File: src/rtl/dmem_arbiter_if.sv
// dmem_arbiter_if
//   Bundles the two requester ports (CPU, debug/loader) and the data-memory
//   port of dmem_arbiter. Signal prefixes are from the arbiter's point of view:
//   i_* flow into the arbiter, o_* flow out of it.
//   slave  : arbiter side
//   master : requester + memory side (testbench / SoC glue)
//   Per requester: req, we, addr, wdata in; ack, rdata, err out.
//   Memory: address, write_data, write, read out; read_data in. busy out.
interface dmem_arbiter_if #(
   parameter int ADDR_W = 24,
   parameter int DATA_W = 24
);
   logic              i_cpu_req;
   logic              i_cpu_we;
   logic [ADDR_W-1:0] i_cpu_addr;
   logic [DATA_W-1:0] i_cpu_wdata;
   logic              o_cpu_ack;
   logic [DATA_W-1:0] o_cpu_rdata;
   logic              o_cpu_err;

   logic              i_dbg_req;
   logic              i_dbg_we;
   logic [ADDR_W-1:0] i_dbg_addr;
   logic [DATA_W-1:0] i_dbg_wdata;
   logic              o_dbg_ack;
   logic [DATA_W-1:0] o_dbg_rdata;
   logic              o_dbg_err;

   logic [ADDR_W-1:0] o_mem_address;
   logic [DATA_W-1:0] o_mem_write_data;
   logic              o_mem_write;
   logic              o_mem_read;
   logic [DATA_W-1:0] i_mem_read_data;
   logic              o_busy;

   modport slave (
      input  i_cpu_req, i_cpu_we, i_cpu_addr, i_cpu_wdata,
      output o_cpu_ack, o_cpu_rdata, o_cpu_err,
      input  i_dbg_req, i_dbg_we, i_dbg_addr, i_dbg_wdata,
      output o_dbg_ack, o_dbg_rdata, o_dbg_err,
      output o_mem_address, o_mem_write_data, o_mem_write, o_mem_read,
      input  i_mem_read_data,
      output o_busy
   );

   modport master (
      output i_cpu_req, i_cpu_we, i_cpu_addr, i_cpu_wdata,
      input  o_cpu_ack, o_cpu_rdata, o_cpu_err,
      output i_dbg_req, i_dbg_we, i_dbg_addr, i_dbg_wdata,
      input  o_dbg_ack, o_dbg_rdata, o_dbg_err,
      input  o_mem_address, o_mem_write_data, o_mem_write, o_mem_read,
      output i_mem_read_data,
      input  o_busy
   );
endinterface

File: src/rtl/dmem_arbiter.sv
// dmem_arbiter
//   Round-robin arbiter sharing a byte-addressed data memory between the CPU
//   load/store port and the debug/loader port. One 3-byte access at a time:
//   IDLE (grant + latch) -> ACCESS (memory strobe) -> DONE (ack pulse).
//   Ports:
//     i_clk  : clock, all logic on posedge
//     i_rst  : synchronous active-high reset
//     bus    : dmem_arbiter_if.slave (requesters, memory, busy)
module dmem_arbiter #(
   parameter int DEPTH  = 128,
   parameter int ADDR_W = 24,
   parameter int DATA_W = 24
) (
   input  logic          i_clk,
   input  logic          i_rst,
   dmem_arbiter_if.slave bus
);
   localparam int NUM_PORTS = 2;           // index 0 = CPU, 1 = DBG
   localparam logic [ADDR_W-1:0] LP_MAX_ADDR = ADDR_W'(DEPTH - 3);

   typedef enum logic [1:0] {S_IDLE, S_ACCESS, S_DONE} state_t;

   typedef struct packed {
      logic              we;
      logic [ADDR_W-1:0] addr;
      logic [DATA_W-1:0] wdata;
   } req_t;

   state_t                               r_state;
   logic                                 r_last;    // last granted port id
   logic                                 r_gnt;     // currently granted port id
   logic                                 r_we;
   logic                                 r_err;
   logic [ADDR_W-1:0]                    r_addr;    // doubles as memory Address
   logic [DATA_W-1:0]                    r_wdata;   // doubles as memory WriteData
   logic                                 r_busy;
   logic [NUM_PORTS-1:0]                 r_ack;
   logic [NUM_PORTS-1:0]                 r_err_q;
   logic [NUM_PORTS-1:0][DATA_W-1:0]     r_rdata_q;

   logic [NUM_PORTS-1:0]                 w_req;
   req_t [NUM_PORTS-1:0]                 w_port;
   logic                                 w_pick;
   req_t                                 w_sel;

   always_comb begin
      w_req     = {bus.i_dbg_req, bus.i_cpu_req};
      w_port[0] = '{we: bus.i_cpu_we, addr: bus.i_cpu_addr, wdata: bus.i_cpu_wdata};
      w_port[1] = '{we: bus.i_dbg_we, addr: bus.i_dbg_addr, wdata: bus.i_dbg_wdata};
      // On a tie the port that did not win last time goes next; otherwise
      // whichever single port is requesting.
      w_pick    = (&w_req) ? ~r_last : w_req[1];
      w_sel     = w_port[w_pick];
   end

   always_ff @(posedge i_clk) begin
      if (i_rst) begin
         r_state   <= S_IDLE;
         r_last    <= 1'b1;     // DBG, so the CPU wins the first tie
         r_gnt     <= 1'b0;
         r_we      <= 1'b0;
         r_err     <= 1'b0;
         r_addr    <= '0;
         r_wdata   <= '0;
         r_busy    <= 1'b0;
         r_ack     <= '0;
         r_err_q   <= '0;
         r_rdata_q <= '0;
      end else begin
         case (r_state)
            S_IDLE: begin
               if (|w_req) begin
                  r_gnt   <= w_pick;
                  r_we    <= w_sel.we;
                  r_addr  <= w_sel.addr;
                  r_wdata <= w_sel.wdata;
                  // Full-width compare: high address bits never alias back
                  // into the memory.
                  r_err   <= (w_sel.addr > LP_MAX_ADDR);
                  r_busy  <= 1'b1;
                  r_state <= S_ACCESS;
               end
            end
            S_ACCESS: begin
               r_ack[r_gnt]     <= 1'b1;
               r_err_q[r_gnt]   <= r_err;
               r_rdata_q[r_gnt] <= (~r_we & ~r_err) ? bus.i_mem_read_data : '0;
               r_state          <= S_DONE;
            end
            S_DONE: begin
               r_ack     <= '0;
               r_err_q   <= '0;
               r_rdata_q <= '0;
               r_last    <= r_gnt;
               r_busy    <= 1'b0;
               r_state   <= S_IDLE;
            end
            default: begin
               r_state <= S_IDLE;
            end
         endcase
      end
   end

   assign bus.o_cpu_ack        = r_ack[0];
   assign bus.o_cpu_err        = r_err_q[0];
   assign bus.o_cpu_rdata      = r_rdata_q[0];
   assign bus.o_dbg_ack        = r_ack[1];
   assign bus.o_dbg_err        = r_err_q[1];
   assign bus.o_dbg_rdata      = r_rdata_q[1];
   assign bus.o_mem_address    = r_addr;
   assign bus.o_mem_write_data = r_wdata;
   assign bus.o_busy           = r_busy;
   // Strobes decoded from the state register so they cover exactly ACCESS.
   assign bus.o_mem_write      = (r_state == S_ACCESS) &  r_we & ~r_err;
   assign bus.o_mem_read       = (r_state == S_ACCESS) & ~r_we & ~r_err;
endmodule
File: src/flat_wrapper.sv
// flat-port wrapper written by rule: the top's interface ports become plain ports
module dmem_arbiter_flat 
#(
   parameter int DEPTH  = 128,
   parameter int ADDR_W = 24,
   parameter int DATA_W = 24
)
  (i_clk, i_rst, bus_i_cpu_req, bus_i_cpu_we, bus_i_cpu_addr, bus_i_cpu_wdata, bus_o_cpu_ack, bus_o_cpu_rdata, bus_o_cpu_err, bus_i_dbg_req, bus_i_dbg_we, bus_i_dbg_addr, bus_i_dbg_wdata, bus_o_dbg_ack, bus_o_dbg_rdata, bus_o_dbg_err, bus_o_mem_address, bus_o_mem_write_data, bus_o_mem_write, bus_o_mem_read, bus_i_mem_read_data, bus_o_busy);
  dmem_arbiter_if #(.ADDR_W(ADDR_W), .DATA_W(DATA_W)) bus_i ();
  input  logic i_clk;
  input  logic i_rst;
  input wire logic [$bits(bus_i.i_cpu_req)-1:0] bus_i_cpu_req;
  input wire logic [$bits(bus_i.i_cpu_we)-1:0] bus_i_cpu_we;
  input wire logic [$bits(bus_i.i_cpu_addr)-1:0] bus_i_cpu_addr;
  input wire logic [$bits(bus_i.i_cpu_wdata)-1:0] bus_i_cpu_wdata;
  output wire logic [$bits(bus_i.o_cpu_ack)-1:0] bus_o_cpu_ack;
  output wire logic [$bits(bus_i.o_cpu_rdata)-1:0] bus_o_cpu_rdata;
  output wire logic [$bits(bus_i.o_cpu_err)-1:0] bus_o_cpu_err;
  input wire logic [$bits(bus_i.i_dbg_req)-1:0] bus_i_dbg_req;
  input wire logic [$bits(bus_i.i_dbg_we)-1:0] bus_i_dbg_we;
  input wire logic [$bits(bus_i.i_dbg_addr)-1:0] bus_i_dbg_addr;
  input wire logic [$bits(bus_i.i_dbg_wdata)-1:0] bus_i_dbg_wdata;
  output wire logic [$bits(bus_i.o_dbg_ack)-1:0] bus_o_dbg_ack;
  output wire logic [$bits(bus_i.o_dbg_rdata)-1:0] bus_o_dbg_rdata;
  output wire logic [$bits(bus_i.o_dbg_err)-1:0] bus_o_dbg_err;
  output wire logic [$bits(bus_i.o_mem_address)-1:0] bus_o_mem_address;
  output wire logic [$bits(bus_i.o_mem_write_data)-1:0] bus_o_mem_write_data;
  output wire logic [$bits(bus_i.o_mem_write)-1:0] bus_o_mem_write;
  output wire logic [$bits(bus_i.o_mem_read)-1:0] bus_o_mem_read;
  input wire logic [$bits(bus_i.i_mem_read_data)-1:0] bus_i_mem_read_data;
  output wire logic [$bits(bus_i.o_busy)-1:0] bus_o_busy;
  assign bus_i.i_cpu_req = bus_i_cpu_req;
  assign bus_i.i_cpu_we = bus_i_cpu_we;
  assign bus_i.i_cpu_addr = bus_i_cpu_addr;
  assign bus_i.i_cpu_wdata = bus_i_cpu_wdata;
  assign bus_o_cpu_ack = bus_i.o_cpu_ack;
  assign bus_o_cpu_rdata = bus_i.o_cpu_rdata;
  assign bus_o_cpu_err = bus_i.o_cpu_err;
  assign bus_i.i_dbg_req = bus_i_dbg_req;
  assign bus_i.i_dbg_we = bus_i_dbg_we;
  assign bus_i.i_dbg_addr = bus_i_dbg_addr;
  assign bus_i.i_dbg_wdata = bus_i_dbg_wdata;
  assign bus_o_dbg_ack = bus_i.o_dbg_ack;
  assign bus_o_dbg_rdata = bus_i.o_dbg_rdata;
  assign bus_o_dbg_err = bus_i.o_dbg_err;
  assign bus_o_mem_address = bus_i.o_mem_address;
  assign bus_o_mem_write_data = bus_i.o_mem_write_data;
  assign bus_o_mem_write = bus_i.o_mem_write;
  assign bus_o_mem_read = bus_i.o_mem_read;
  assign bus_i.i_mem_read_data = bus_i_mem_read_data;
  assign bus_o_busy = bus_i.o_busy;
  dmem_arbiter #(.DEPTH(DEPTH), .ADDR_W(ADDR_W), .DATA_W(DATA_W)) u_core (.i_clk(i_clk), .i_rst(i_rst), .bus(bus_i));
endmodule
File: config.mk
export PLATFORM = sky130hd
export DESIGN_NAME = dmem_arbiter_flat
export DESIGN_NICKNAME = d
export VERILOG_FILES = /design/src/rtl/dmem_arbiter_if.sv /design/src/rtl/dmem_arbiter.sv /design/src/flat_wrapper.sv
export SDC_FILE = /design/constraint.sdc
export NUM_CORES = 1
export LEC_CHECK = 0
export CAP_MARGIN = 0
export CORE_UTILIZATION = 27
export CTS_CLUSTER_SIZE = 25
export DETAILED_ROUTE_END_ITERATION = 6
export SETUP_SLACK_MARGIN = 0.02
export SYNTH_ARGS = -nofsm -noshare
export SYNTH_HDL_FRONTEND = slang
export SYNTH_SLANG_ARGS = --single-unit
export TNS_END_PERCENT = 1
File: constraint.sdc
create_clock -name i_clk -period 1.7 [get_ports i_clk]
set_input_delay 0.34 -clock i_clk [delete_from_list [all_inputs] [get_ports i_clk]]
set_output_delay 0.34 -clock i_clk [all_outputs]
set_load 0.01 [all_outputs]
* Yosys cells after proc, flatten, opt, wreduce, memory -nomap -nowiden
Cells that the tools add are included.
** Storage, ports and cells
- Bits in read-only memories :: 0
- Bits in latches :: 0
- Memories kept :: 0
- Logic and storage cells :: 53
- RAM bits :: 0
- Register bits after elaboration :: 107
- Input bits :: 126
** Operators by class
- Multiplexer cells :: 17
- Add/subtract/negate cells :: 0
- Reduce and logical (&&, ||, !) cells :: 8
- Divide/modulo/power cells :: 0
- Equality and inequality tests :: 3
- Shifts and indexed selects :: 0
- Bitwise gates (word level) :: 9
- Order comparisons :: 4
- Multiply operators :: 0
** Operators by type and width (number)
- two-way mux 49 bit :: 2
- one-hot mux 48 bit (2 select lines) :: 1
- bitwise mux 48 bit :: 1
- two-way mux 24 bit :: 2
- demux 24 bit (select 1 bit) :: 1
- > comparator 24 x 7 -> 1 bit, second input constant :: 1
- one-hot mux 2 bit (2 select lines) :: 3
- AND reduction 2 bit :: 3
- bitwise AND 1 bit :: 5
- < comparator 1 x 2 -> 1 bit, second input constant :: 2
- nonzero test 2 bit :: 2
- two-way mux 1 bit :: 3
- NOT 1 bit :: 3
- bitwise mux 2 bit :: 1
- equality test 2 x 1 -> 1 bit, second input constant :: 1
- equality test 2 bit, second input constant :: 1
- zero test 2 bit :: 1
- two-way mux 2 bit :: 1
- != test 2 x 1 -> 1 bit, second input constant :: 1
- bitwise OR 2 bit :: 1
- one-hot mux 1 bit (2 select lines) :: 1
- OR reduction 2 bit :: 1
- demux 1 bit (select 1 bit) :: 1
- >= comparator 1 bit, second input constant :: 1
- logical AND 1 bit :: 1

* Depth between registers and ports, before layout
- Word-level depth :: 6
- Gate-level depth with buffers :: 7
- Depth with buffers taken out :: 5

* Least setup slack after synthesis
OpenSTA, ideal clock, no wires.
- Kind :: reg2reg
- From :: register u_core.r_state[0]
- To :: register u_core.r_rdata_q (netlist bit u_core.bus.o_cpu_rdata[14])
- Clock period less this slack :: 1560 ps
- Library setup time :: 65 ps
- Arrival :: 1495 ps
- Buffers on the path :: 2
- Data required time :: 1635 ps
- Path slack :: 140 ps
- Stages on the path, launching flop included :: 8
- Cells stage by stage :: dfxtp_1 -> inv_1 -> ha_1 -> buf_2 -> nor3b_4 -> buf_2 -> a32oi_1 -> nor2_1
** On the way
- Longest elaborated chain between the ends :: 2
- Elaborated cells between the ends (all ways) :: 4
** RTL lines
- start: declaration :: line dmem_arbiter.sv:29 : state_t r_state;
- start signal: assignment :: line dmem_arbiter.sv:58 : r_state <= S_IDLE;
- start signal: assignment :: line dmem_arbiter.sv:81 : r_state <= S_ACCESS;
- start signal: assignment :: line dmem_arbiter.sv:88 : r_state <= S_DONE;
- equality test 2 bit or equality test 2 x 1 -> 1 bit (tied branches) :: line dmem_arbiter.sv:70 : case (r_state)
- one-hot mux 48 bit (2 select lines) or nonzero test 2 bit (tied branches)
- end signal: indexed assignment :: line dmem_arbiter.sv:87 : r_rdata_q[r_gnt] <= (~r_we & ~r_err) ? bus.i_mem_read_data : '0;
- end: declaration :: line dmem_arbiter.sv:39 : logic [NUM_PORTS-1:0][DATA_W-1:0] r_rdata_q;
Several ways; a longest one is shown, not always the timed one.
A chain may end at the register's enable or synchronous reset.

* Final worst setup path
- From :: register u_core.r_busy, in the netlist u_core.bus.o_busy
- To :: output port bus_o_busy
** RTL lines
- start: declaration :: line dmem_arbiter.sv:36 : logic r_busy;
- start signal: assignment :: line dmem_arbiter.sv:65 : r_busy <= 1'b0;
- start signal: assignment :: line dmem_arbiter.sv:80 : r_busy <= 1'b1;
- start signal: assignment :: line dmem_arbiter.sv:95 : r_busy <= 1'b0;
- end: declaration :: line flat_wrapper.sv:31 : output wire logic [$bits(bus_i.o_busy)-1:0] bus_o_busy;
No word-level cell between the ends.

==> impl_metrics.env <==
export IMPL_outcome="finished clean"
export IMPL_holdPathStages=2
export IMPL_final_hold_viol_count=0
export IMPL_numCtsBuffers=9
export IMPL_nets=823
export IMPL_syn_inst=456
export IMPL_rr_worst_depth=8
export IMPL_wl_per_cell_um=15.74
export IMPL_grt_pass1_wl_um=21360
export IMPL_max_freq_ghz=0.6135
export IMPL_drive_gt1_share_pct=11.32
export IMPL_slowest_stage="clkdlybuf4s50_1"
export IMPL_relSlewSlack_pct=58.49
export IMPL_dp_hpwl_um=10490
export IMPL_r2r_end="u_core.bus.o_cpu_rdata[21]"
export IMPL_holdPathEnd="u_core.bus.o_cpu_rdata[3]"
export IMPL_worst_slew_pin_slew_ps=621.9
export IMPL_rrSetupSlack_ps=90
export IMPL_syn_area_mm2=0.004433
export IMPL_final_max_slew_viol_count=0
export IMPL_cp_top_family="buffers and inverters"
export IMPL_cts_root_buffer="clkbuf_16"
export IMPL_power_total_uw=6931
export IMPL_diodes=0
export IMPL_synth_area_per_cell_um2=9.721
export IMPL_cts_clk_slew_worst_paths_ps=80
export IMPL_grt_pass1_vias=4275
export IMPL_hp_class="primary input to flop"
export IMPL_r2r_start="u_core.r_state[1]"
export IMPL_yosysWarnings=0
export IMPL_finalWirelength_um=14390
export IMPL_die_h_um=130.1
export IMPL_worst_setup_path_end_kind="primary output"
export IMPL_syn_to_final_growth_pct=71.55
export IMPL_num_rows=46
export IMPL_crit_type="flop to primary output"
export IMPL_synthArstFlopShare_pct=0
export IMPL_crit_buf_inv=1
export IMPL_port_buffers=228
export IMPL_synthesis_nets=586
export IMPL_avgViaCountPerCell=4.867
export IMPL_min_from="i_rst"
export IMPL_tns_ps=0
export IMPL_rsz0062_at_grt="true"
export IMPL_max_cap_violations=0
export IMPL_drt_iter0_drc=155
export IMPL_cts_buffer_depth=2
export IMPL_start_util_pct=27.81
export IMPL_track_usage_pct=16.42
export IMPL_ys_ff_latch=107
export IMPL_gp_congestion=0.7665
export IMPL_cts_tree="built"
export IMPL_max_stage_delay_ps=580
export IMPL_crit_required_ps=1360
export IMPL_final_antenna_net_count=0
export IMPL_dieArea_mm2=0.01694
export IMPL_synth_cell_types=36
export IMPL_synthFlopType="dfxtp_1"
export IMPL_htree_levels=3
export IMPL_final_util_pct=47.70
export IMPL_die_w_um=130.1
export IMPL_first_pass_iters=4
export IMPL_fin_skew_ps=7.877
export IMPL_fin_crit_sh_pct=95.89
export IMPL_cp_depth=1
export IMPL_cp_arrival_ps=1290
export IMPL_p_per_area_mw_per_mm2=911.4
export IMPL_startpoint_type="flop"
export IMPL_vias=4448
export IMPL_insertion_delay_ps=350
export IMPL_post_route_drc_count=0
export IMPL_grt_max_degree=49
export IMPL_cp_cell_sequence="clkdlybuf4s50_1"
export IMPL_yosysSeqAreaShare_pct=48.32
export IMPL_synth_edf_count=0
export IMPL_ir_drop_mv=0.4515
export IMPL_cts_sinks=107
export IMPL_fin_crit_ps=1630
export IMPL_coreArea_mm2=0.01594
export IMPL_num_io_pins=229
export IMPL_setup_viol=0
export IMPL_antenna_found_initial=0
export IMPL_holdBufCountCts=0
export IMPL_p_leak_uw=0.002772
export IMPL_path_max_fanout=3
export IMPL_grt_overflow=0
==> where the power goes <==
group          switching [uW]  leakage (uW)  internal (uW)
Combinational             895       0.00175           1100
Sequential                128      0.000879           2730
Clock                    1030      0.000147           1040
==> state kept, by name (all words and copies together), names as in the netlist <==
signal                       flops
u_core.r_ack                     2
u_core.bus.o_mem_write_data     24
u_core.r_we                      1
u_core.r_err_q                   2
u_core.bus.o_busy                1
u_core.r_last                    1
u_core.bus.o_mem_address        24
u_core.bus.o_cpu_rdata          24
u_core.r_state                   2
u_core.bus.o_dbg_rdata          24
u_core.r_err                     1
u_core.r_gnt                     1
==> how the worst max path moves through the flow <==
stage               slack (ps)               start                    endpoint
finish                      70   u_core.bus.o_busy                  bus_o_busy
global route                 8   u_core.r_state[1]  u_core.bus.o_cpu_rdata[21]
CTS                         -7   u_core.r_state[0]   u_core.bus.o_dbg_rdata[3]
detailed placement        -280   u_core.r_state[0]   u_core.bus.o_dbg_rdata[3]
global placement          -260  bus_i_cpu_addr[11]                u_core.r_err
floorplan                  140   u_core.r_state[0]  u_core.bus.o_cpu_rdata[14]
==> routing by layer <==
metal	routed length (um)	vias to the layer above	global-route usage (%)
met2	6605	185	26.88
met4	253	0	6.430
met1	6259	2057	20.12
met3	1270	18	4.961
li1	-	2188	-
met5	0	-	0
==> kinds of logic after synthesis <==
logic type | share of synthesized area, %
AOI/OAI and AO/OA | 20.60
adders and majority gates | 1.129
buffers and inverters | 5.730
DFF | 48.32
muxes | 10.84
and+or+nand+nor | 13.38
==> timing repair <==
action,CTS,global route
gates resized for setup,10,13
endpoints found under the setup margin,27,54
buffers inserted,0,2
gates cloned,1,2
hold endpoints to repair,0,0
pin swaps,5,1
==> synthesized netlist by cell type (all sizes together), types with 2 or more instances <==
cell type	n	share of area (%)
dfxtp	107	48
nor2	105	8.9
a211oi	49	8.3
a32oi	48	9.5
mux2i	48	11
buf	29	4.2
clkbuf	15	1.3
nor4	8	1.1
a21oi	5	0.56
nand2	5	0.42
ha	4	1.1
inv	3	0.25
nand2b	3	0.42
nand3	3	0.34
o21ai	3	0.51
a21boi	2	0.34
a22oi	2	0.34
nand4	2	0.28
nor2b	2	0.28
nor3b	2	0.85
o211ai	2	0.34
==> cells in the final DEF, fill, tap and decap left out, types with 2 or more instances in the layout <==
cell,n
nor3b_4,3
nor4_1,7
a32oi_2,2
clkbuf_16,10
nand2_1,5
nand3_1,3
clkinv_8,2
a21oi_1,5
buf_4,27
o21ai_2,2
nor2_1,104
nand4_1,2
clkdlybuf4s50_1,225
dfxtp_2,2
a32oi_1,46
a211oi_1,49
inv_2,3
dfxtp_1,105
buf_6,4
a22oi_1,2
nand2b_1,3
buf_12,11
ha_4,2
mux2i_1,48
o211ai_1,2
inv_6,4
==> stage by stage <==
stage | hold slack, ps | cell area (um^2) | cells | setup WS [ps]
floorplan | 460.1 | 4433 | 456 | 139.6
global placement | 461.9 | 7169 | 893 | -264.7
detailed placement | 464.8 | 7169 | 893 | -282.2
CTS | 381.8 | 7477 | 910 | -7.055
global route | 401.9 | 7605 | 914 | 7.969
finish | 395.8 | 7605 | 914 | 69.88
==> worst register-to-register path, cell delays in order, from the launching register on <==
cell     delay [ps]
dfxtp_2         330
buf_4           130
ha_2            210
buf_4           180
nor3b_4         170
buf_6           150
buf_12          150
a32oi_1         120
nor2_1          110
==> layout make-up <==
type / instances / area [um^2]
Multi-Input combinational cell: 303 / 2131
Clock buffer: 9 / 225.2
Tap cell: 216 / 270.3
Inverter: 3 / 11.26
Clock inverter: 7 / 72.57
Timing Repair Buffer: 269 / 2750
Fill cell: 1501 / 8338
Sequential cell: 107 / 2145
Note: power is estimated with default switching activity, not from simulation.
